--- src/rtl/fetch_decode_pkg.sv ---
// Shared ISA constants for the fetch/decode stage and the controller:
// opcode encodings, register-field selects and the legal {opcode,op} set.
package fetch_decode_pkg;

  typedef enum logic [2:0] {
    OPC_LDR = 3'b011,
    OPC_STR = 3'b100,
    OPC_ALU = 3'b101,
    OPC_MOV = 3'b110
  } opcode_e;

  localparam logic [2:0] NSEL_RN = 3'd0;
  localparam logic [2:0] NSEL_RD = 3'd1;
  localparam logic [2:0] NSEL_RM = 3'd2;

  localparam int unsigned N_LEGAL = 8;

  localparam logic [4:0] LEGAL_PAIRS [N_LEGAL] = '{
    {OPC_MOV, 2'b10}, {OPC_MOV, 2'b00},
    {OPC_ALU, 2'b00}, {OPC_ALU, 2'b01},
    {OPC_ALU, 2'b10}, {OPC_ALU, 2'b11},
    {OPC_LDR, 2'b00}, {OPC_STR, 2'b00}
  };

  // True when {opc,op} is one of the supported instruction forms.
  function automatic logic is_legal(input logic [2:0] opc, input logic [1:0] op);
    logic hit;
    hit = 1'b0;
    for (int unsigned i = 0; i < N_LEGAL; i++) begin
      if (LEGAL_PAIRS[i] == {opc, op}) hit = 1'b1;
    end
    return hit;
  endfunction

endpackage

--- src/rtl/fetch_decode_instr_decoder.sv ---
// Combinational instruction field extraction and sign extension.
module instr_decoder
  import fetch_decode_pkg::*;
(
  input  logic [15:0] ir,
  input  logic [2:0]  nsel,
  output logic [2:0]  opcode,
  output logic [1:0]  op,
  output logic [2:0]  regnum,
  output logic [1:0]  shift,
  output logic [15:0] sximm8,
  output logic [15:0] sximm5
);

  // Slice fixed fields, sign-extend immediates and mux the register field.
  always_comb begin
    opcode = ir[15:13];
    op     = ir[12:11];
    shift  = ir[4:3];
    sximm8 = {{8{ir[7]}}, ir[7:0]};
    sximm5 = {{11{ir[4]}}, ir[4:0]};
    case (nsel)
      NSEL_RD: regnum = ir[7:5];
      NSEL_RM: regnum = ir[2:0];
      default: regnum = ir[10:8];
    endcase
  end

endmodule

--- src/rtl/fetch_decode.sv ---
// Fetch/decode stage: program counter, instruction register, status flags
// and a saturating load counter; decoding is delegated to instr_decoder.
module fetch_decode
  import fetch_decode_pkg::*;
#(
  parameter int unsigned PC_W = 8,
  parameter int unsigned IR_W = 16
) (
  input  logic            clk,
  input  logic            reset,
  input  logic [15:0]     mdata,
  input  logic [PC_W-1:0] c_addr,
  input  logic            loadir,
  input  logic            loadpc,
  input  logic            msel,
  input  logic [2:0]      nsel,
  output logic [PC_W-1:0] mem_addr,
  output logic [PC_W-1:0] pc,
  output logic [2:0]      opcode,
  output logic [1:0]      op,
  output logic [2:0]      regnum,
  output logic [1:0]      shift,
  output logic [15:0]     sximm8,
  output logic [15:0]     sximm5,
  output logic            ir_valid,
  output logic            illegal,
  output logic [15:0]     icount
);

  logic [IR_W-1:0] ir;

  // Memory address mux: datapath C register or program counter.
  always_comb begin
    mem_addr = msel ? c_addr : pc;
  end

  // Program counter, wraps modulo 2^PC_W.
  always_ff @(posedge clk or posedge reset) begin
    if (reset) begin
      pc <= '0;
    end else if (loadpc) begin
      pc <= pc + PC_W'(1);
    end
  end

  // Instruction register with valid and sticky illegal-instruction flags.
  always_ff @(posedge clk or posedge reset) begin
    if (reset) begin
      ir       <= '0;
      ir_valid <= 1'b0;
      illegal  <= 1'b0;
    end else if (loadir) begin
      ir       <= mdata;
      ir_valid <= 1'b1;
      if (!is_legal(mdata[15:13], mdata[12:11])) illegal <= 1'b1;
    end
  end

  // Saturating count of instruction loads.
  always_ff @(posedge clk or posedge reset) begin
    if (reset) begin
      icount <= '0;
    end else if (loadir && (icount != '1)) begin
      icount <= icount + 16'd1;
    end
  end

  instr_decoder u_dec (
    .ir     (ir),
    .nsel   (nsel),
    .opcode (opcode),
    .op     (op),
    .regnum (regnum),
    .shift  (shift),
    .sximm8 (sximm8),
    .sximm5 (sximm5)
  );

endmodule

--- config.mk ---
export PLATFORM = sky130hd
export DESIGN_NAME = fetch_decode
export DESIGN_NICKNAME = d
export VERILOG_FILES = /design/src/rtl/fetch_decode_pkg.sv /design/src/rtl/fetch_decode_instr_decoder.sv /design/src/rtl/fetch_decode.sv
export SDC_FILE = /design/constraint.sdc
export NUM_CORES = 1
export LEC_CHECK = 0
export CAP_MARGIN = 10
export CORE_MARGIN = 5
export CORE_UTILIZATION = 44
export CTS_CLUSTER_SIZE = 8
export DETAILED_ROUTE_END_ITERATION = 12
export PLACE_DENSITY = 0.95
export SYNTH_ARGS = -nofsm -noshare
export SYNTH_HDL_FRONTEND = slang
export SYNTH_SLANG_ARGS = --single-unit
--- constraint.sdc ---
create_clock -name clk -period 4.22 [get_ports clk]
set_input_delay 0.844 -clock clk [delete_from_list [all_inputs] [get_ports clk]]
set_output_delay 0.844 -clock clk [all_outputs]
set_load 0.02 [all_outputs]
Word-level counts from Yosys, hierarchy flattened

Index checks and enable logic that the tools add are counted.

Bits in registers: 42
Input bits: 32
Logic and storage cells: 32
Output and inout port bits: 76

Eq/ne operators: 11
Reductions and logical operators: 2
Bitwise logic cells: 1
Add/subtract/negate cells: 2
Multiplexer cells: 11

Operators with widths:

| cell                  | count |
|---|---|
| $eq 5x5->1 const A    | 7 |
| $add 16x1->16 const B | 1 |
| $ne 16x16->1 const B  | 1 |
| $mux 1                | 9 |
| $add 8x1->8 const B   | 1 |
| $mux 8                | 1 |
| $pmux 3 s2            | 1 |
| $eq 4x5->1 const A    | 1 |
| $eq 3x1->1 const B    | 1 |
| $eq 3x2->1 const B    | 1 |
| $reduce_and 2->1      | 1 |
| $logic_and 1x1->1     | 1 |
| $not 1->1             | 1 |

Depth between registers and ports, before layout

Gate-level depths: netlist (run 1).

Depth after elaboration: 12
Mapped depth: 5
Gate-level depth less buffers: 5

Hierarchy

A second synthesis (run 1) with hierarchy kept.

Cell total of the unflattened synthesis: 206
Area total of the unflattened synthesis: 2,332.2 um^2

Modules (own cells, without submodules):

| module        | instances | sequential area each (um^2) | area an instance (um^2) | cells an instance |
|---|---|---|---|---|
| fetch_decode  | 1         | 1,051.0                     | 1,905.6                 | 148 |
| instr_decoder | 1         | 0.0                         | 426.7                   | 58 |

Worst setup path after synthesis (run 1)

No wires, ideal clock.

Path type: input -> output
From: input msel
To: output mem_addr[0]
Stages: 2
Data required time: 3.376 ns
Arrival time: 1.535 ns
Slack: 1.841 ns
Cells stage by stage: clkbuf_1 > mux2_2

Cells in the longest elaborated chain, start to end: 1

Ends and longest elaborated chain:

| item               | RTL line           | source |
|---|---|---|
| start: declaration | fetch_decode.sv:15 | `input logic msel,` |
| $mux 8             | fetch_decode.sv:34 | `mem_addr = msel ? c_addr : pc;` |
| end: declaration   | fetch_decode.sv:17 | `output logic [PC_W-1:0] mem_addr,` |

No other way between the ends.

Worst setup path in the final report (run 1)

From: input nsel[1]
To: output regnum[0]

Cells in the longest elaborated chain, start to end: 2
Elaborated cells on any way between the ends: 3
Classes of those cells: 2 x eq/ne; 1 x mux

Ends and longest elaborated chain:

| item                                            | RTL line                         | source |
|---|---|---|
| start: declaration                              | fetch_decode.sv:16               | `input logic [2:0] nsel,` |
| $eq 3x2->1 / $eq 3x1->1 (equally long branches) | fetch_decode_instr_decoder.sv:22 | `case (nsel)` |
| $pmux 3 s2 (*)                                  | fetch_decode_instr_decoder.sv:22 |  |
| end: declaration                                | fetch_decode.sv:21               | `output logic [2:0] regnum,` |

Mark *: on every way between the ends. The rest lies on a longest branch, timed or not.

==> Flow_metrics.wiki, run 1 <==
{| class="wikitable"
! Metric !! Value
|-
| Largest stage delay on the critical path || roughly 0.54 ns
|-
| Synth Instances || about 200
|-
| Post-synthesis cell type with the largest combined area || dfrtp_1
|-
| Cell with the most instances after synthesis || dfrtp_1
|-
| Ratio of final minimum period to clock period || 81.00%
|-
| Overall overflow remaining after global route || 0
|-
| Share of synthesized registers carrying an async set or reset || 100.0%
|-
| Top cells by area in the synthesized netlist || dfrtp_1 (46%), buf_4 (13%), mux2_2 (13%)
|-
| HP Start || ir_valid$_DFFE_PP0P_
|-
| Final core utilization || 63.78%
|-
| Worst supply voltage drop on vdd || 0.0003538 V
|-
| 1st-iter DRT viols || 38
|-
| Total vias in the final route || about 1,700
|-
| DRT Wirelength || a little over 5000 microns
|-
| Yosys cell types || 36
|-
| Reg2reg setup slack || 2.44 ns
|-
| Post-detailed-route wirelength per cell || 14.92 microns
|-
| Sequential share of the synthesized area || 46.18%
|-
| Area of the die || 6711 sq um
|-
| Non-Filler Cell Area, Final || 3237 sq um
|-
| X dimension of the die || 81.92 microns
|-
| Area fraction of the dominant cell type after synthesis || 46.18%
|-
| Number of pins with negative max-slew slack in the final report || 0
|-
| Run status || finished, final reports clean
|-
| Worst-case clock buffer depth || 2
|-
| Total chip power || 1.482 mW
|-
| Peak fanout along the critical path || 4
|-
| Number of clock sinks || between 40 and 50
|-
| Prevailing post-synth register cell || dfrtp_1
|-
| Net total in the final layout || 307
|-
| Critical Path Source Type || input pin
|-
| Leak || 1.345 nW
|-
| Number of buffers created by CTS || 5
|-
| Switching portion of total power || about 36%
|-
| Data required time of the critical path || 3.38 ns
|-
| Worst hold path endpoint || ir_valid$_DFFE_PP0P_
|-
| Number of buffers inserted for hold repair after clock tree synthesis || 0
|-
| Number of max-cap violations || 0
|-
| Hold violation total from the final report || 0
|-
| Number of DRC violations after detailed routing || 0
|-
| RePlAce Congestion || around 0.76
|-
| Flop pwr share || 39.8%
|-
| Cell-internal power || 949.8 uW
|-
| Final worst path period need || 3.418 ns
|-
| Aggregate negative setup slack || 0 ns
|-
| Root buf cell || clkbuf_8
|-
| Post-CTS setup buffer count || 0
|-
| Cell count of the worst hold path || 1
|-
| Number of buffers and inverters on the critical path || 3
|-
| Relative slew slack || 64.20%
|-
| Power share of the combinational group || 42.4%
|-
| Number of enable-type register cells in the synthesized netlist || 0
|-
| Vias/cell || 4.994
|-
| Path depth of the worst reg2reg path || 5
|-
| Dpl hpwl || 3932 microns
|-
| Type of the worst min-delay path || flip-flop to flip-flop
|-
| Classification of the worst setup path || input pin to primary output
|-
| Number of global-route vias before repair || 1,702
|-
| Worst path slowest cell || clkdlybuf4s50_1
|-
| Antenna cells || 0
|-
| Most numerous cell types in the synthesized netlist || dfrtp_1 (42), buf_4 (39), mux2_2 (26), xnor2_1 (13), nand2_1 (9)
|-
| Arrival time worst endpoint || 2.57 ns
|-
| Drt first pass iters || 4
|-
| Global-route wire length before repair || 8183 microns
|-
| Antenna violations before repair || 0
|-
| Die boundary height || ~82 microns
|-
| Worst-Margin Slew || 0.5370 ns
|-
| CTS clk-pin slew, worst paths || 0.07 ns
|-
| Row cnt || 26
|-
| Fraction of power consumed by the clock network || between 15 and 20%
|-
| Worst hold margin || 0.4778 ns
|-
| Most used cell, CP || clkdlybuf4s50_1
|-
| Num ports || 108
|-
| Clk_lat worst skew || 0.29 ns
|-
| Cell area after placement || 3146 sq um
|-
| Register bit total from synthesis || 42
|-
| Largest net degree at the start of global routing || 43
|-
| Syn. warnings || 0
|-
| Pwr/cell area || ~460 nW/um^2
|-
| R2R Path End || icount[1]$_DFFE_PP0P_
|-
| Antenna-violating nets left || 0
|-
| Crit path cell chain || clkdlybuf4s50_1, inv_1, or3_1, o22ai_1, a21oi_1, clkdlybuf4s50_1
|-
| Buffers on Ports || 107
|-
| RSZ-0062 raised after global routing || no
|-
| Net count of the mapped netlist || about 230
|-
| Fraction of layout cells with a size suffix above 1 || 16.79%
|-
| Cell class contributing the biggest share of worst-path delay || buffers and inverters
|-
| Mean instance size in the synthesized netlist || 11.44 sq um
|-
| Number of endpoints failing setup at the final stage || 0
|-
| FMAX || 0.2926 GHz
|-
| Worst setup skew after layout || 0.003187 ns
|-
| Deepest level of the CTS H-tree || 2
|-
| Resized cells post-CTS || 0
|-
| TritonCTS clock tree || yes
|-
| Cell area after technology mapping || about 2300 sq um
|-
| Launch point of the worst reg-to-reg path || icount[0]$_DFFE_PP0P_
|-
| Std-Cell Core Area || 5075 sq um
|-
| Combined global-route utilization of all metal layers || ~16%
|-
| P&R area growth vs syn || 42.22%
|-
| Initial cell density of the core || 44.85%
|-
| Net load switching power || 531.8 uW
|-
| Worst Setup End Kind || primary output
|}
==> per-layer routing <==
metal / share of wire, % / vias to the layer above / track usage, %
li1: - / 802 / -
met3: 9.4 / 5 / 5.702
met4: 0.80 / 0 / 3.987
met2: 50 / 74 / 27.79
met5: 0 / - / 0
met1: 40 / 837 / 18.35
==> worst register-to-register path, stage by stage (launching register included) <==
cell and delay (ns):
dfrtp_1 0.45, ha_1 0.28, and4_1 0.29, nand4_4 0.18
nand2_1 0.15, mux2_2 0.33
==> worst max-delay path by stage <==
stage / start / endpoint / slack (ns) / cells after the start
floorplan: msel / mem_addr[0] / 1.84 / 2
global placement: nsel[1] / regnum[2] / 0.88 / 6
detailed placement: nsel[1] / regnum[0] / 0.79 / 6
CTS: nsel[1] / regnum[0] / 0.80 / 6
global route: nsel[1] / regnum[1] / 0.68 / 6
finish: nsel[1] / regnum[0] / 0.80 / 6
==> flip-flops by register name, indices dropped and copies added, names as in the netlist <==
register and cells:
ir_valid 1, ir 16, pc 8, illegal 1, icount 16
==> final cells by class <==
class / instances / area [sq um]
flip-flops and latches: 42 / 1051
inverters: 3 / 11.26
well taps: 70 / 87.58
clock buffers: 7 / 86.33
repair buffers: 109 / 1086
fillers: 408 / 1838
multi-input cells: 112 / 909.6
clock inverters: 1 / 5.005
==> cells by family (layout without fill, tap and decap cells) <==
group,Yosys count,after routing,share of synthesized area (%)
muxes,27,27,13.36
AOI/OAI and AO/OA,12,12,3.244
xor gates and xnor gates,20,20,7.697
DFF,42,42,46.18
adders and majority gates,2,2,1.099
buffers and inverters,45,120,13.85
and+or+nand+nor,51,51,14.57
==> power groups by stage <==
stage / Clock, mW / Sequential [mW] / Combinational, mW
detailed placement: 0 / 0.594 / 0.634
floorplan: 0 / 0.654 / 0.295
CTS: 0.277 / 0.589 / 0.636
global route: 0.297 / 0.609 / 0.667
finish: 0.264 / 0.590 / 0.628
global placement: 0 / 0.593 / 0.618
==> cell usage in the layout (no fill, tap or decap), drive strengths merged <==
cell	synthesis	final
nor4bb	1	1
ha	2	2
nor3b	1	1
nor4b	1	1
o22ai	6	6
clkdlybuf4s50	0	107
nand4	6	6
nand2b	2	2
nand3b	1	1
a31oi	1	1
or3	1	1
xor2	7	7
and2	1	1
clkinv	0	2
clkbuf	1	7
nor3	1	1
mux2	27	27
inv	3	2
a21oi	3	3
o211ai	1	1
nor4	1	1
dfrtp	42	42
or2	2	2
nor2	4	4
nand2	10	10
xnor2	13	13
buf	41	2
and4	3	3
nand3	8	8
and3	8	8
o21a	1	1
==> through the flow <==
step / cells / setup slack [ns]
floorplan: 199 / 1.841
global placement: 336 / 0.8766
detailed placement: 336 / 0.7936
CTS: 344 / 0.8010
global route: 344 / 0.6808
finish: 344 / 0.8018
No activity file was read; power rests on OpenSTA's default activity.
==> inputs of run 2 (changes only) <==
--- a/config.mk
+++ b/config.mk
@@ -7,10 +7,10 @@
 export LEC_CHECK = 0
 export CAP_MARGIN = 10
 export CORE_MARGIN = 5
-export CORE_UTILIZATION = 44
+export CORE_UTILIZATION = 41
 export CTS_CLUSTER_SIZE = 8
 export DETAILED_ROUTE_END_ITERATION = 12
-export PLACE_DENSITY = 0.95
+export PLACE_DENSITY = 0.91
 export SYNTH_ARGS = -nofsm -noshare
 export SYNTH_HDL_FRONTEND = slang
 export SYNTH_SLANG_ARGS = --single-unit
==> constraint.sdc (replaced) <==
create_clock -name clk -period 3.3 [get_ports clk]
set_input_delay 0.66 -clock clk [delete_from_list [all_inputs] [get_ports clk]]
set_output_delay 0.66 -clock clk [all_outputs]
set_load 0.02 [all_outputs]
==> Flow_metrics.wiki, run 2 (synthesis results as in run 1) <==
{| class="wikitable"
! Metric !! Value
|-
| Total chip power || 1.866 mW (was 1.482 mW)
|-
| Arrival time worst endpoint || 2.44 ns (was 2.57 ns)
|-
| Number of buffers created by CTS || 5 (unchanged)
|-
| Overall overflow remaining after global route || 0 (unchanged)
|-
| FMAX || 0.3223 GHz
|-
| Antenna cells || 0 (unchanged)
|-
| Std-Cell Core Area || 5439 sq um (was 5075 sq um)
|-
| Die boundary height || 84.51 microns (was 81.92 microns)
|-
| Number of endpoints failing setup at the final stage || 0 (unchanged)
|-
| Total vias in the final route || 1,714 (was 1,718)
|-
| Pwr/cell area || 578.9 nW/um^2 (was 457.7 nW/um^2)
|-
| CTS clk-pin slew, worst paths || 0.07 ns (about the same)
|-
| Antenna violations before repair || 0 (unchanged)
|-
| WL met2 || 2427 microns (was 2544 microns)
|-
| Cell area after placement || 3148 sq um (was 3146 sq um)
|-
| Worst-case clock buffer depth || 2 (unchanged)
|-
| Largest net degree at the start of global routing || 25 (was 43)
|-
| DRT Wirelength || 5144 microns (was 5134 microns)
|-
| Number of DRC violations after detailed routing || 0 (unchanged)
|-
| Deepest level of the CTS H-tree || 2 (unchanged)
|-
| Ratio of final minimum period to clock period || 94.03%
|-
| FILL cells || 460 (was 408)
|-
| Type of the worst min-delay path || flip-flop to flip-flop (unchanged)
|-
| Num ports || 108 (unchanged)
|-
| Worst-Margin Slew || 0.8640 ns (was 0.5370 ns)
|-
| Global-route wire length before repair || 8576 microns (was 8183 microns)
|-
| Most common cell after layout, fill and taps aside || clkdlybuf4s50_1 (unchanged)
|-
| Run status || finished, final reports clean (unchanged)
|-
| Row cnt || 27 (was 26)
|-
| Worst path slowest cell || clkdlybuf4s50_1 (unchanged)
|-
| X dimension of the die || 84.51 microns (was 81.92 microns)
|-
| Reg2reg setup slack || 1.53 ns (was 2.44 ns)
|-
| Number of buffers inserted for hold repair after clock tree synthesis || 0 (unchanged)
|-
| Metal3 WL || 467 microns (was 483 microns)
|-
| R2R Path End || icount[1]$_DFFE_PP0P_ (unchanged)
|-
| Cell class contributing the biggest share of worst-path delay || buffers and inverters (unchanged)
|-
| Cell count of the worst hold path || 1 (unchanged)
|-
| Number of global-route vias before repair || 1,761 (was 1,702)
|-
| Post-detailed-route wirelength per cell || 14.91 microns (was 14.92 microns)
|-
| P&R area growth vs syn || 41.67% (was 42.22%)
|-
| Resized cells post-CTS || 0 (unchanged)
|-
| Worst supply voltage drop on vdd || 0.0004241 V (was 0.0003538 V)
|-
| Wire length on met1 || 2208 microns (was 2064 microns)
|-
| Peak fanout along the critical path || 4 (unchanged)
|-
| Drt first pass iters || 4 (unchanged)
|-
| Most used cell, CP || clkdlybuf4s50_1 (unchanged)
|-
| Number of buffers and inverters on the critical path || 3 (unchanged)
|-
| Antenna-violating nets left || 0 (unchanged)
|-
| Vias/cell || 4.968 (was 4.994)
|-
| Worst setup skew after layout || 0.007321 ns (was 0.003187 ns)
|-
| Path depth of the worst reg2reg path || 5 (unchanged)
|-
| Classification of the worst setup path || input pin to primary output (unchanged)
|-
| Number of max-cap violations || 0 (unchanged)
|-
| Leak || 1.335 nW (was 1.345 nW)
|-
| Crit path cell chain || clkdlybuf4s50_1, inv_1, or3_1, o22ai_1, a21oi_1, clkdlybuf4s50_1 (unchanged)
|-
| Non-Filler Cell Area, Final || 3224 sq um (was 3237 sq um)
|-
| Data required time of the critical path || 2.64 ns (was 3.38 ns)
|-
| Critical Path Source Type || input pin (unchanged)
|-
| Number of clock sinks || 42 (unchanged)
|-
| Root buf cell || clkbuf_8 (unchanged)
|-
| HP Start || ir_valid$_DFFE_PP0P_ (unchanged)
|-
| Critical Path Stages || 6 (unchanged)
|-
| Worst hold margin || 0.4675 ns (was 0.4778 ns)
|-
| Relative slew slack || 42.05% (was 64.20%)
|-
| Initial cell density of the core || 41.84% (was 44.85%)
|-
| Largest registers ranked by flip-flop count || icount x16, ir x16, pc x8 (unchanged)
|-
| Post-CTS setup buffer count || 0 (unchanged)
|-
| Area of the die || 7141 sq um (was 6711 sq um)
|-
| Buffers on Ports || 107 (unchanged)
|-
| Worst Setup End Kind || primary output (unchanged)
|-
| Dpl hpwl || 4017 microns (was 3932 microns)
|-
| Worst hold path endpoint || ir_valid$_DFFE_PP0P_ (unchanged)
|-
| Commonest cells after routing, fill and taps aside || clkdlybuf4s50_1 (107), dfrtp_1 (42), mux2_2 (26) (unchanged)
|-
| Largest stage delay on the critical path || 0.56 ns (was 0.54 ns)
|-
| RSZ-0062 raised after global routing || no (unchanged)
|-
| Hold violation total from the final report || 0 (unchanged)
|-
| Combined global-route utilization of all metal layers || 14.57% (was 15.87%)
|-
| TritonCTS clock tree || yes (unchanged)
|-
| Number of pins with negative max-slew slack in the final report || 0 (unchanged)
|-
| 1st-iter DRT viols || 26 (was 38)
|-
| Fraction of layout cells with a size suffix above 1 || 16.12% (was 16.79%)
|-
| Clk_lat worst skew || 0.29 ns (about the same)
|-
| Uppermost routed layer || met4 (unchanged)
|-
| Final worst path period need || 3.103 ns
|-
| Net total in the final layout || 307 (unchanged)
|-
| RePlAce Congestion || 0.8883 (was 0.7586)
|-
| Aggregate negative setup slack || 0 ns (unchanged)
|-
| Launch point of the worst reg-to-reg path || icount[0]$_DFFE_PP0P_ (unchanged)
|}
==> run 2: cell count changes in the layout (fill, tap and decap cells not counted), sizes merged <==
cell and delta:
clkinv -1
==> run 2: final cells by class <==
class | instances | area, sq um | share of cell area [%]
Clock buffer | 7 | 76.32 | 2.367
Inverter | 3 | 11.26 | 0.3492
Multi-Input combinational cell | 112 | 909.6 | 28.21
Sequential cell | 42 | 1051 | 32.60
Tap cell | 72 | 90.09 | 2.794
Timing Repair Buffer | 109 | 1086 | 33.68
==> run 2: metrics by stage <==
step                      worst slack, ns  utilization [%]  cells
after floorplan                     1.289                -    199
after global placement             0.3230            57.88    338
after detailed placement           0.2173            57.88    338
after CTS                          0.2164            59.28    345
after global routing               0.1118            59.28    345
final                              0.1971            59.28    345
==> run 2: power breakdown <==
part           internal (mW)  total (mW)  switching, mW
clock                  0.146       0.306          0.161
combinational          0.428       0.804          0.375
sequential             0.617       0.756          0.139
==> run 2: worst max-delay path by stage <==
stage                 start           to  slack [ns]
floorplan              msel  mem_addr[0]        1.29
global placement    nsel[1]    regnum[1]        0.32
detailed placement  nsel[1]    regnum[1]        0.22
CTS                 nsel[1]    regnum[1]        0.22
global route        nsel[1]    regnum[1]        0.11
finish              nsel[1]    regnum[1]        0.20
==> run 2: routing by layer <==
metal  global-route usage, %  vias up
met2                   24.77       92
met5                       0        -
met4                   3.885        0
met3                   5.103        8
met1                   17.54      812
li1                        -      802
